[src/rtl/inst_fetch.sv]
// Instruction fetch stage: issues sequential SRAM reads, buffers results
// in a small prefetch FIFO and hands them downstream with valid/ready.
// Ports: clk, rst (async, active high); instsram_ctrl/instsram_q to the
// instruction SRAM; inst/inst_pc/inst_valid/inst_ready to the controller;
// redirect/redirect_pc restart fetch; halt stops new reads.
module inst_fetch #(
  parameter int ADDR_W = 11,
  parameter int INST_W = 16,
  parameter int DEPTH  = 4
) (
  input  logic              clk,
  input  logic              rst,
  output logic [ADDR_W+1:0] instsram_ctrl,
  input  logic [INST_W-1:0] instsram_q,
  output logic [INST_W-1:0] inst,
  output logic [ADDR_W-1:0] inst_pc,
  output logic              inst_valid,
  input  logic              inst_ready,
  input  logic              redirect,
  input  logic [ADDR_W-1:0] redirect_pc,
  input  logic              halt
);

  localparam int PW = $clog2(DEPTH);
  localparam logic [PW+1:0] DEPTH_O = (PW+2)'(DEPTH);
  localparam logic [PW:0]   DEPTH_C = (PW+1)'(DEPTH);

  logic [ADDR_W-1:0] fetch_pc_q, fetch_pc_d;
  logic [ADDR_W-1:0] rd_pc_q, rd_pc_d;
  logic              rd_pend_q, rd_pend_d;
  logic [PW-1:0]     head_q, head_d;
  logic [PW-1:0]     tail_q, tail_d;
  logic [PW:0]       count_q, count_d;
  logic [ADDR_W-1:0] pc_mem_q [DEPTH];
  logic [INST_W-1:0] inst_mem_q [DEPTH];

  logic [ADDR_W-1:0] addr;
  logic [PW+1:0]     occ;
  logic              issue;
  logic              push;
  logic              pop;

  assign inst_valid    = (count_q != '0);
  assign inst          = inst_mem_q[head_q];
  assign inst_pc       = pc_mem_q[head_q];
  assign instsram_ctrl = {1'b1, ~issue, addr};

  always_comb begin
    occ  = {1'b0, count_q} + {{(PW+1){1'b0}}, rd_pend_q};
    addr = fetch_pc_q;
    if (rst)
      addr = '0;
    else if (redirect)
      addr = redirect_pc;
    // A redirect empties the FIFO, so it always has room for its own read.
    issue = !rst && !halt && (redirect || (occ < DEPTH_O));
    push  = rd_pend_q && !redirect;
    pop   = inst_valid && inst_ready && !redirect;

    fetch_pc_d = fetch_pc_q;
    if (issue)
      fetch_pc_d = addr + ADDR_W'(1);
    else if (redirect)
      fetch_pc_d = redirect_pc;
    rd_pend_d = issue;
    rd_pc_d   = issue ? addr : rd_pc_q;

    head_d  = head_q;
    tail_d  = tail_q;
    count_d = count_q;
    if (redirect) begin
      head_d  = '0;
      tail_d  = '0;
      count_d = '0;
    end else begin
      if (pop)
        head_d = head_q + PW'(1);
      if (push)
        tail_d = tail_q + PW'(1);
      if (push && !pop)
        count_d = count_q + (PW+1)'(1);
      else if (pop && !push)
        count_d = count_q - (PW+1)'(1);
    end
  end

  always_ff @(posedge clk or posedge rst) begin
    if (rst) begin
      fetch_pc_q <= '0;
      rd_pc_q    <= '0;
      rd_pend_q  <= 1'b0;
      head_q     <= '0;
      tail_q     <= '0;
      count_q    <= '0;
      for (int i = 0; i < DEPTH; i++) begin
        pc_mem_q[i]   <= '0;
        inst_mem_q[i] <= '0;
      end
    end else begin
      fetch_pc_q <= fetch_pc_d;
      rd_pc_q    <= rd_pc_d;
      rd_pend_q  <= rd_pend_d;
      head_q     <= head_d;
      tail_q     <= tail_d;
      count_q    <= count_d;
      if (push) begin
        pc_mem_q[tail_q]   <= rd_pc_q;
        inst_mem_q[tail_q] <= instsram_q;
      end
    end
  end

  a_no_overflow: assert property (@(posedge clk) disable iff (rst)
    !(push && !pop && count_q == DEPTH_C));

endmodule

[config.mk]
export PLATFORM = sky130hd
export DESIGN_NAME = inst_fetch
export DESIGN_NICKNAME = d
export VERILOG_FILES = /design/src/rtl/inst_fetch.sv
export SDC_FILE = /design/constraint.sdc
export NUM_CORES = 1
export LEC_CHECK = 0
export BUFFER_PORTS_ARGS = -buffer_cell sky130_fd_sc_hd__buf_2
export CAP_MARGIN = 0
export CORE_MARGIN = 4
export CORE_UTILIZATION = 40
export CTS_BUF_LIST = sky130_fd_sc_hd__clkbuf_8
export CTS_CLUSTER_SIZE = 28
export DETAILED_ROUTE_END_ITERATION = 12
export PLACE_DENSITY = 0.68
export SLEW_MARGIN = 20
export SYNTH_ARGS = -nofsm -noshare
export SYNTH_HDL_FRONTEND = slang
export SYNTH_SLANG_ARGS = --single-unit
[constraint.sdc]
create_clock -name clk -period 5.55 [get_ports clk]
set_input_delay 0.555 -clock clk [delete_from_list [all_inputs] [get_ports clk]]
set_output_delay 0.555 -clock clk [all_outputs]
set_load 0.01 [all_outputs]
==> run metrics <==
Yosys reg bits=138; Post-CTS Resized=0; Synth Flop Type=dfrtp_1; largest net degree at the start of global routing=78; EDFF count, synth=0; Clock Pin Slew Worst Setup and Hold Paths=0.08 ns; wire per inst=18.0 µm; Clk Latency, worst-skew pair=0.45 ns; register area share after synthesis=51.4%; peak supply drop=0.000158 V; # DRC=0; Critical Path RT=4.99 ns; reg2reg setup slack=3.51 ns; Nets=525; vias in the first global route=4,010; Synth cell types=44; fin util=45.8%; FMAX=0.369 GHz; wire length of the first global-routing pass=21,500 µm; Area contributors post-synth=dfrtp_1 (51%), mux2_4 (18%), mux4_2 (9.1%); Syn Inst Count=419; Final ANT Viol Nets=0; FILL cells=1,468; Num CTS Buffers=17; WS Path Type=reg2out; # rows=47; drt initial violations=201; syn nets=457; Post-CTS Setup Inserts=0; Avg Inst Size Synth=16.0 µm²; routed vias/inst=5.07; final max-slew violation count=0; largest fanout on the critical path=16; Setup Viol. Count Final=0; Final Hold Vio Count=0; initial antenna violation count=1; area post-placement=7140 µm²; CTS H-Tree Depth=4; Die X=138 µm; drt pass-1 iters=6; layout cell share with drive strength beyond 1=51.4%; Worst EP arrival=2.15 ns; core area=16,500 µm²; clk buf depth=2; Max transition margin=36.7%; area leader, netlist=dfrtp_1; PwrDens=444 nW/µm²; status=finished clean; Clock Tree Root=clkbuf_8; static leakage=3.64 nW; clk sinks=138; Die H=138 µm; vias after detailed routing=3,655; Area Overhead vs Synth=12.7%; synthesized area=6710 µm²; setup TNS=0 ns; min-delay worst type=in2async; TritonCTS clock tree=built; die area=18,900 µm²; Design Area, Final=7570 µm²; worst hold margin=0.292 ns; FFs w/ async S/R, synth=100%; Starting Density=40.6%; clk_skew=0.00987 ns; total track usage=15.1%; commonest cells after routing, fill and taps aside=dfrtp_1 (137), mux2_4 (80), buf_2 (71); commonest non-fill, non-tap cell in the layout=dfrtp_1; fin crit period=2.71 ns; Startpoint Class=register; post-synth top area share=51.4%; Post-Route WL=13,000 µm; GRT overflow=0; Buffers on Ports=71; r2r worst-path depth=6; Max Cap Viol=0; Worst-Margin Slew=0.950 ns; DP Wirelength=8230 µm; YS warnings=0; I/O Pins=73; Placer Congestion=0.812; fin crit share=48.8%; Post-CTS Hold Buffers=0; Crit. End Element=output pin; RSZ-0062 raised after global routing=no
## critical path, cell delays in order, from the launching register on
cell	delay, ns
dfrtp_1	0.79
buf_4	0.39
mux4_2	0.36
buf_2	0.16
## synth_stat cells (all sizes together), types with 2 or more instances
library cell  count
buf              23
and3b             2
nor3b             2
nor2             30
nand2             9
xor2              9
nor3              3
mux2            108
and2              2
mux2i            12
mux4             27
dfrtp           138
nand4             4
nand3             4
a21oi            12
xnor2             5
o21ai             3
inv               7
ha                5
## stage by stage
step	instances	setup slack [ns]	power [mW]
after global routing	721	2.67	3.56
after global placement	688	3.01	2.51
after floorplan	419	1.10	2.24
final	721	2.84	3.36
after detailed placement	688	2.95	2.56
after CTS	720	2.57	3.41
## area by class of cell
cell class / count / area [µm²] / share of cell area (%)
clock buffer: 22 / 303 / 4.00
clock inverter: 10 / 116 / 1.54
sequential: 138 / 3460 / 45.7
tap: 220 / 275 / 3.64
timing repair buffer: 73 / 370 / 4.89
antenna: 1 / 2.50 / 0.0331
multi-input combinational: 250 / 3010 / 39.8
inverter: 7 / 31.3 / 0.413
## state kept, by name (all words and copies together), names as in the netlist
register / flops
rd_pc_q: 11
rd_pend_q: 1
pc_mem_q: 44
fetch_pc_q: 11
head_q: 2
count_q: 3
tail_q: 2
inst_mem_q: 64
## worst paths after layout
| check | start | endpoint |
|---|---|---|
| setup / recovery | head_q[1] | inst_pc[10] |
| hold / removal | rst | fetch_pc_q[10] |
| setup reg to reg | rd_pend_q | count_q[2] |
| hold reg to reg | pc_mem_q[16] | pc_mem_q[16] |
| max in group asynchronous | rst | inst_mem_q[40] |
| min in group clk | instsram_q[3] | inst_mem_q[3] |
## logic make-up (layout without fill, tap and decap cells)
logic type / Yosys count / after routing / synth area share [%]
AO/OA/AOI/OAI: 20 / 20 / 2.35
XOR/XNOR: 14 / 14 / 1.83
adder cells (fa/ha/maj): 6 / 6 / 1.23
buffers and inverters: 31 / 112 / 3.71
flip-flops: 138 / 138 / 51.4
multiplexers: 147 / 147 / 33.5
other: 1 / 2 / 0.0559
AND/OR/NAND/NOR: 62 / 62 / 5.91
## metal layers
metal  GRT usage (%)  part of all wire (%)  vias up  routed length, µm
met2            22.5                    47       95               6060
li1                -                     -     1655                  -
met3            4.31                   4.6       19                604
met1            20.6                    47     1886               6090
met5               0                     0        -                  0
met4            6.26                   2.0        0                259
## report_power, final
group          leakage (nW)  total [mW]  switching [mW]  internal [mW]
Combinational          1.69        1.00           0.380          0.625
Clock                 0.210       0.839           0.381          0.459
Sequential             1.74        1.51           0.240           1.27
(Power assumes the default switching activity.)
